<file path="src/rtl/ex_mdu.sv">
// EX-stage iterative multiply/divide unit owning HI/LO; one bit per cycle, stalls the pipe while busy.
// Defining EX_MDU_MADD_EN enables the accumulating ops MADD/MADDU/MSUB/MSUBU (op 1xx).
module ex_mdu #(
  parameter int DATA_W = 32
) (
  input  logic              clk,
  input  logic              rst,
  input  logic              start_i,
  input  logic [2:0]        op_i,
  input  logic [DATA_W-1:0] a_i,
  input  logic [DATA_W-1:0] b_i,
  input  logic              cancel_i,
  input  logic              hi_we_i,
  input  logic              lo_we_i,
  input  logic [DATA_W-1:0] wdata_i,
  output logic              stall_req_o,
  output logic              busy_o,
  output logic              done_o,
  output logic              div_zero_o,
  output logic [DATA_W-1:0] hi_o,
  output logic [DATA_W-1:0] lo_o
);
  localparam int CNT_W = $clog2(DATA_W + 1);
  localparam int PW    = 2 * DATA_W;

  typedef enum logic [1:0] {S_IDLE = 2'd0, S_CALC = 2'd1, S_DONE = 2'd2} state_e;

  state_e            state_q, state_d;
  logic [CNT_W-1:0]  cnt_q;
  logic [PW-1:0]     p_q;
  logic [DATA_W-1:0] mcand_q, hi_q, lo_q;
  logic              div_q, a_neg_q, b_neg_q, div_zero_q;
`ifdef EX_MDU_MADD_EN
  logic              acc_q, sub_q;
`endif

  logic              legal_s, accept_s, is_div_s, a_neg_s, b_neg_s, b_zero_s, last_s;
  logic [DATA_W-1:0] a_mag_s, b_mag_s;
  logic [DATA_W:0]   add_s, shl_s, dif_s;
  logic [PW-1:0]     p_step_s, prod_s, res_s;
  logic [DATA_W-1:0] quot_s, rem_s;

`ifdef EX_MDU_MADD_EN
  assign legal_s = 1'b1;
`else
  assign legal_s = ~op_i[2];
`endif
  assign is_div_s = (op_i[2:1] == 2'b01);
  assign a_neg_s  = ~op_i[0] & a_i[DATA_W-1];
  assign b_neg_s  = ~op_i[0] & b_i[DATA_W-1];
  assign a_mag_s  = a_neg_s ? -a_i : a_i;
  assign b_mag_s  = b_neg_s ? -b_i : b_i;
  assign b_zero_s = (b_i == {DATA_W{1'b0}});
  assign accept_s = (state_q == S_IDLE) & start_i & legal_s & ~cancel_i;
  assign last_s   = (cnt_q == CNT_W'(DATA_W - 1));

  // State register
  always_ff @(posedge clk) begin
    if (rst) begin
      state_q <= S_IDLE;
    end else begin
      state_q <= state_d;
    end
  end

  // Next-state logic; divide by zero skips the iteration phase
  always_comb begin
    state_d = state_q;
    case (state_q)
      S_IDLE: begin
        if (accept_s) begin
          state_d = (is_div_s && b_zero_s) ? S_DONE : S_CALC;
        end else begin
          state_d = S_IDLE;
        end
      end
      S_CALC: begin
        if (cancel_i) begin
          state_d = S_IDLE;
        end else if (last_s) begin
          state_d = S_DONE;
        end else begin
          state_d = S_CALC;
        end
      end
      S_DONE:  state_d = S_IDLE;
      default: state_d = S_IDLE;
    endcase
  end

  // Status outputs
  always_comb begin
    busy_o      = (state_q != S_IDLE);
    done_o      = (state_q == S_DONE);
    div_zero_o  = (state_q == S_DONE) & div_zero_q;
    stall_req_o = accept_s | (state_q != S_IDLE);
  end

  // One iteration step: p_q holds {acc, multiplier} or {remainder, dividend/quotient}
  always_comb begin
    add_s = {1'b0, p_q[PW-1:DATA_W]} + (p_q[0] ? {1'b0, mcand_q} : {(DATA_W+1){1'b0}});
    shl_s = {p_q[PW-1:DATA_W], p_q[DATA_W-1]};
    dif_s = shl_s - {1'b0, mcand_q};
    if (!div_q) begin
      p_step_s = {add_s, p_q[DATA_W-1:1]};
    end else if (dif_s[DATA_W]) begin
      p_step_s = {shl_s[DATA_W-1:0], p_q[DATA_W-2:0], 1'b0};
    end else begin
      p_step_s = {dif_s[DATA_W-1:0], p_q[DATA_W-2:0], 1'b1};
    end
  end

  // Sign fix-up and accumulation applied at commit
  always_comb begin
    quot_s = (a_neg_q ^ b_neg_q) ? -p_q[DATA_W-1:0] : p_q[DATA_W-1:0];
    rem_s  = a_neg_q ? -p_q[PW-1:DATA_W] : p_q[PW-1:DATA_W];
    prod_s = (a_neg_q ^ b_neg_q) ? -p_q : p_q;
    if (div_q) begin
      res_s = {rem_s, quot_s};
    end else begin
      res_s = prod_s;
`ifdef EX_MDU_MADD_EN
      if (acc_q) begin
        res_s = sub_q ? ({hi_q, lo_q} - prod_s) : ({hi_q, lo_q} + prod_s);
      end else begin
        res_s = prod_s;
      end
`endif
    end
  end

  // Datapath registers and HI/LO
  always_ff @(posedge clk) begin
    if (rst) begin
      cnt_q      <= {CNT_W{1'b0}};
      p_q        <= {PW{1'b0}};
      mcand_q    <= {DATA_W{1'b0}};
      hi_q       <= {DATA_W{1'b0}};
      lo_q       <= {DATA_W{1'b0}};
      div_q      <= 1'b0;
      a_neg_q    <= 1'b0;
      b_neg_q    <= 1'b0;
      div_zero_q <= 1'b0;
`ifdef EX_MDU_MADD_EN
      acc_q      <= 1'b0;
      sub_q      <= 1'b0;
`endif
    end else begin
      case (state_q)
        S_IDLE: begin
          if (accept_s) begin
            cnt_q      <= {CNT_W{1'b0}};
            div_q      <= is_div_s;
            a_neg_q    <= a_neg_s;
            b_neg_q    <= b_neg_s;
            div_zero_q <= is_div_s & b_zero_s;
            mcand_q    <= is_div_s ? b_mag_s : a_mag_s;
            p_q        <= {{DATA_W{1'b0}}, (is_div_s ? a_mag_s : b_mag_s)};
`ifdef EX_MDU_MADD_EN
            acc_q      <= op_i[2];
            sub_q      <= op_i[1];
`endif
          end else begin
            if (hi_we_i) hi_q <= wdata_i;
            if (lo_we_i) lo_q <= wdata_i;
          end
        end
        S_CALC: begin
          p_q   <= p_step_s;
          cnt_q <= cnt_q + CNT_W'(1);
        end
        S_DONE: begin
          if (!cancel_i && !div_zero_q) begin
            {hi_q, lo_q} <= res_s;
          end
        end
        default: ;
      endcase
    end
  end

  assign hi_o = hi_q;
  assign lo_o = lo_q;

endmodule

</file>
<file path="config.mk">
export PLATFORM = sky130hd
export DESIGN_NAME = ex_mdu
export DESIGN_NICKNAME = d
export VERILOG_FILES = /design/src/rtl/ex_mdu.sv
export SDC_FILE = /design/constraint.sdc
export NUM_CORES = 1
export LEC_CHECK = 0
export CAP_MARGIN = 30
export CORE_ASPECT_RATIO = 0.9
export CORE_MARGIN = 1
export CORE_UTILIZATION = 50
export CTS_BUF_LIST = sky130_fd_sc_hd__clkbuf_2 sky130_fd_sc_hd__clkbuf_4 sky130_fd_sc_hd__clkbuf_8
export CTS_CLUSTER_DIAMETER = 120
export CTS_CLUSTER_SIZE = 25
export DETAILED_ROUTE_END_ITERATION = 8
export HOLD_SLACK_MARGIN = 0.06
export PLACE_DENSITY = 0.79
export SYNTH_ARGS = -nofsm -noshare
export SYNTH_HDL_FRONTEND = slang
export SYNTH_SLANG_ARGS = --single-unit
export TNS_END_PERCENT = 50
</file>
<file path="constraint.sdc">
create_clock -name clk -period 3.8 [get_ports clk]
set_input_delay 0.76 -clock clk [delete_from_list [all_inputs] [get_ports clk]]
set_output_delay 0.76 -clock clk [all_outputs]
set_load 0.05 [all_outputs]
</file>
==> flow_summary_export.csv <==
group,metric,value,unit
detailed_routing,drt-initial-drc-count,1846,
worst_setup_path,crit_type,"register to register",
detailed_routing,viasPerCell,6.359,
logic_synthesis,synth.avg_cell_area,7.324,um2
placement,dp.cells,2477,
detailed_routing,drt_pass1_iterations,6,
worst_setup_path,arrival,3.97,ns
timing,rsz0062_at_grt,"yes",
logic_synthesis,yosys-top-cells-count,"234 x nor2_1, 212 x a21oi_1, 178 x nand2_1, 172 x dfxtp_1, 112 x o21ai_0",
clocking,cts_made_buffers,17,
worst_setup_path,worstPathRequired,4.13,ns
logic_synthesis,yosysTopAreaCell,"dfxtp_1",
timing,hold_slack,0.4628,ns
timing,final.min_clock_period,3.636,ns
placement,io_buffers,172,
global_route,grt_max_degree,56,
detailed_routing,vias,15954,
logic_synthesis,ys_types,73,
timing,fin_skew,0.03220,ns
clocking,cts_setup_buffers,0,
floorplanning,die_h,163.1,um
floorplanning,coreArea,28160,um2
layout,area_delta_synth_final,20.92,%
logic_synthesis,synth_ff_type,"dfxtp_1",
layout,stdcell_count,2509,
detailed_routing,post_drt_wl_per_cell,20.66,um
floorplanning,pin_count,173,
logic_synthesis,synthesis.area,14410,um2
logic_synthesis,ys_ff_latch,172,
logic_synthesis,synth_fp_nets,2144,
global_route,grt_pass1_vias,14242,
placement,placed_cell_area,16990,um2
layout,final_cell_area,17430,um2
worst_hold_path,hold_class,"register to register",
worst_setup_path,startpoint_type,"register",
logic_synthesis,synth-warning-count,0,
logic_synthesis,yosys.area.top_type_share,23.89,%
floorplanning,start_util,51.19,%
worst_setup_path,crit_path_max_fanout,14,
timing,fmaxAchievable,0.2750,GHz
global_route,antenna_found_initial,1,
placement,place.gp.congestion,0.9732,
logic_synthesis,syn_inst,1968,
timing,relSlewSlack,37.24,%
run_status,outcome,"completed",
global_route,grt_use_total,34.45,%
power_and_ir_drop,p_per_area,288.0,nW/um2
placement,hpwl,40700,um
clocking,root_buffer,"clkbuf_8",
global_route,grt-ovfl-total,0,
detailed_routing,ant_nets,0,
worst_setup_path,rrSetupSlack,0.16,ns
clocking,cts_tree,"yes",
timing,fin_tns_setup,0,ns
layout,drive_above_1_share,8.329,%
timing,slew_viol_final,0,
layout,num_antenna_cells,0,
logic_synthesis,synth.most_common_cell,"nor2_1",
worst_setup_path,end_kind,"register",
clocking,insertion_delay,0.50,ns
timing,worstMarginPinSlew,0.9380,ns
power_and_ir_drop,power.leakage,6.759,nW
detailed_routing,postRouteWirelength,51830,um
logic_synthesis,synth-edff-count,0,
clocking,cts.sinks,172,
job,cap_viol_max_count,0,
logic_synthesis,yosys-top-cells-area,"dfxtp_1 24%, a21oi_1 7.4%, nor2_1 6.1%",
floorplanning,die_w,181.0,um
power_and_ir_drop,peakVddDrop,0.0002062,V
floorplanning,rows,58,
clocking,clockBufferDepth,2,
clocking,htreeDepth,4,
detailed_routing,drc,0,
layout,final_nets,2312,
logic_synthesis,synthArstFlopShare,0,%
clocking,holdBufCountCts,0,
clocking,clk_pin_slew_worst_paths,0.11,ns
timing,setup_viol,0,
timing,finalHoldViolCount,0,
floorplanning,die-area,29510,um2
timing,fin_crit_sh,95.69,%
logic_synthesis,ys_seq_area_share,23.89,%
global_route,grt_pass1_wl,79900,um
cell families (layout without fill, tap and decap cells):
group | after synthesis | in the layout | synth area share (%)
fa+ha+maj | 71 | 71 | 6.267
simple gates | 641 | 641 | 20.63
buf+inv | 194 | 375 | 5.147
flops | 172 | 172 | 23.89
xor+xnor | 169 | 169 | 10.27
compound gates | 659 | 659 | 29.45
mux | 62 | 62 | 4.340
stage by stage:
stage / total power [mW] / util, % / worst slack (ns)
2_1_floorplan: 3.037 / - / 0.4582
3_3_place_gp: 3.589 / 60.23 / 0.06148
3_5_place_dp: 3.622 / 60.34 / 0.004714
4_1_cts: 4.979 / 61.84 / 0.2498
5_1_grt: 5.216 / 61.90 / -0.01700
6_report: 5.019 / 61.90 / 0.1637
cells in the final DEF (no fill, tap or decap), types with 7 or more instances in the layout:
master / n
o21ai_0: 111
nor4_1: 11
or4_1: 13
a31oi_1: 26
a22oi_1: 18
o22ai_1: 9
inv_1: 64
nor3_1: 41
a211oi_1: 83
a211o_1: 12
o31ai_1: 24
and2_1: 13
xnor2_1: 91
or3_1: 22
clkdlybuf4s50_1: 168
and3_1: 12
nand2_1: 177
dfxtp_1: 171
nand4_1: 11
nand3_1: 35
o221ai_1: 7
nand2b_1: 32
xor2_1: 76
o21bai_1: 9
nor2b_1: 9
clkbuf_8: 17
ha_1: 69
a21o_1: 21
buf_4: 99
a221oi_1: 11
nor2_1: 233
o211ai_1: 36
mux2i_1: 58
o41ai_1: 20
a21oi_1: 211
area by class of cell:
| class | instances | area (um2) |
|---|---|---|
| multi-input cells | 1602 | 10280 |
| clock inverters | 15 | 186.4 |
| well taps | 360 | 450.4 |
| repair buffers | 277 | 2587 |
| inverters | 66 | 247.7 |
| fillers | 2551 | 10730 |
| flip-flops and latches | 172 | 3445 |
| clock buffers | 17 | 234.0 |
registers in the layout (all words and copies together), names as in the netlist:
| name | flops |
|---|---|
| div_q | 1 |
| hi_o | 32 |
| mcand_q | 32 |
| a_neg_q | 1 |
| cnt_q | 6 |
| state_q | 2 |
| p_q | 64 |
| lo_o | 32 |
| b_neg_q | 1 |
| div_zero_q | 1 |
path summary, 6_finish.rpt:
path / start / endpoint / cells after the start
worst max-delay path: p_q[31] / p_q[59] / 13
worst min-delay path: mcand_q[17] / mcand_q[17] / 2
worst max register to register: p_q[31] / p_q[59] / 13
worst min register to register: mcand_q[17] / mcand_q[17] / 2
worst max-delay path, stage by stage (launching register included):
cell	delay [ns]
dfxtp_1	0.37
inv_1	0.07
ha_1	0.23
fa_1	0.41
nand2b_1	0.19
a21oi_1	0.25
o211ai_1	0.19
a211oi_1	0.36
a211o_1	0.28
a41oi_2	0.23
xnor2_2	0.22
buf_4	0.30
mux2i_1	0.27
a31oi_1	0.11
metal layers:
| metal | global-route usage [%] | vias to the layer above | wire length, um |
|---|---|---|---|
| met5 | 0 | - | 0 |
| met2 | 51.54 | 910 | 21710 |
| met3 | 7.001 | 97 | 5470 |
| met1 | 48.19 | 7424 | 22600 |
| met4 | 13.94 | 0 | 2044 |
| li1 | - | 7523 | - |
where the power goes:
part           switching, mW  total (mW)  leakage, nW  internal (mW)
logic                  0.988        1.65         5.15          0.657
clock network          0.879        1.39        0.210          0.515
registers             0.0908        1.98         1.40           1.89
total                   1.96        5.02         6.76           3.06
timing repair:
item | CTS | global route
endpoints found under the hold margin | 0 | 0
setup endpoints to repair | 0 | 5
resized for setup | 0 | 6
Note: power is estimated with default switching activity, not from simulation.
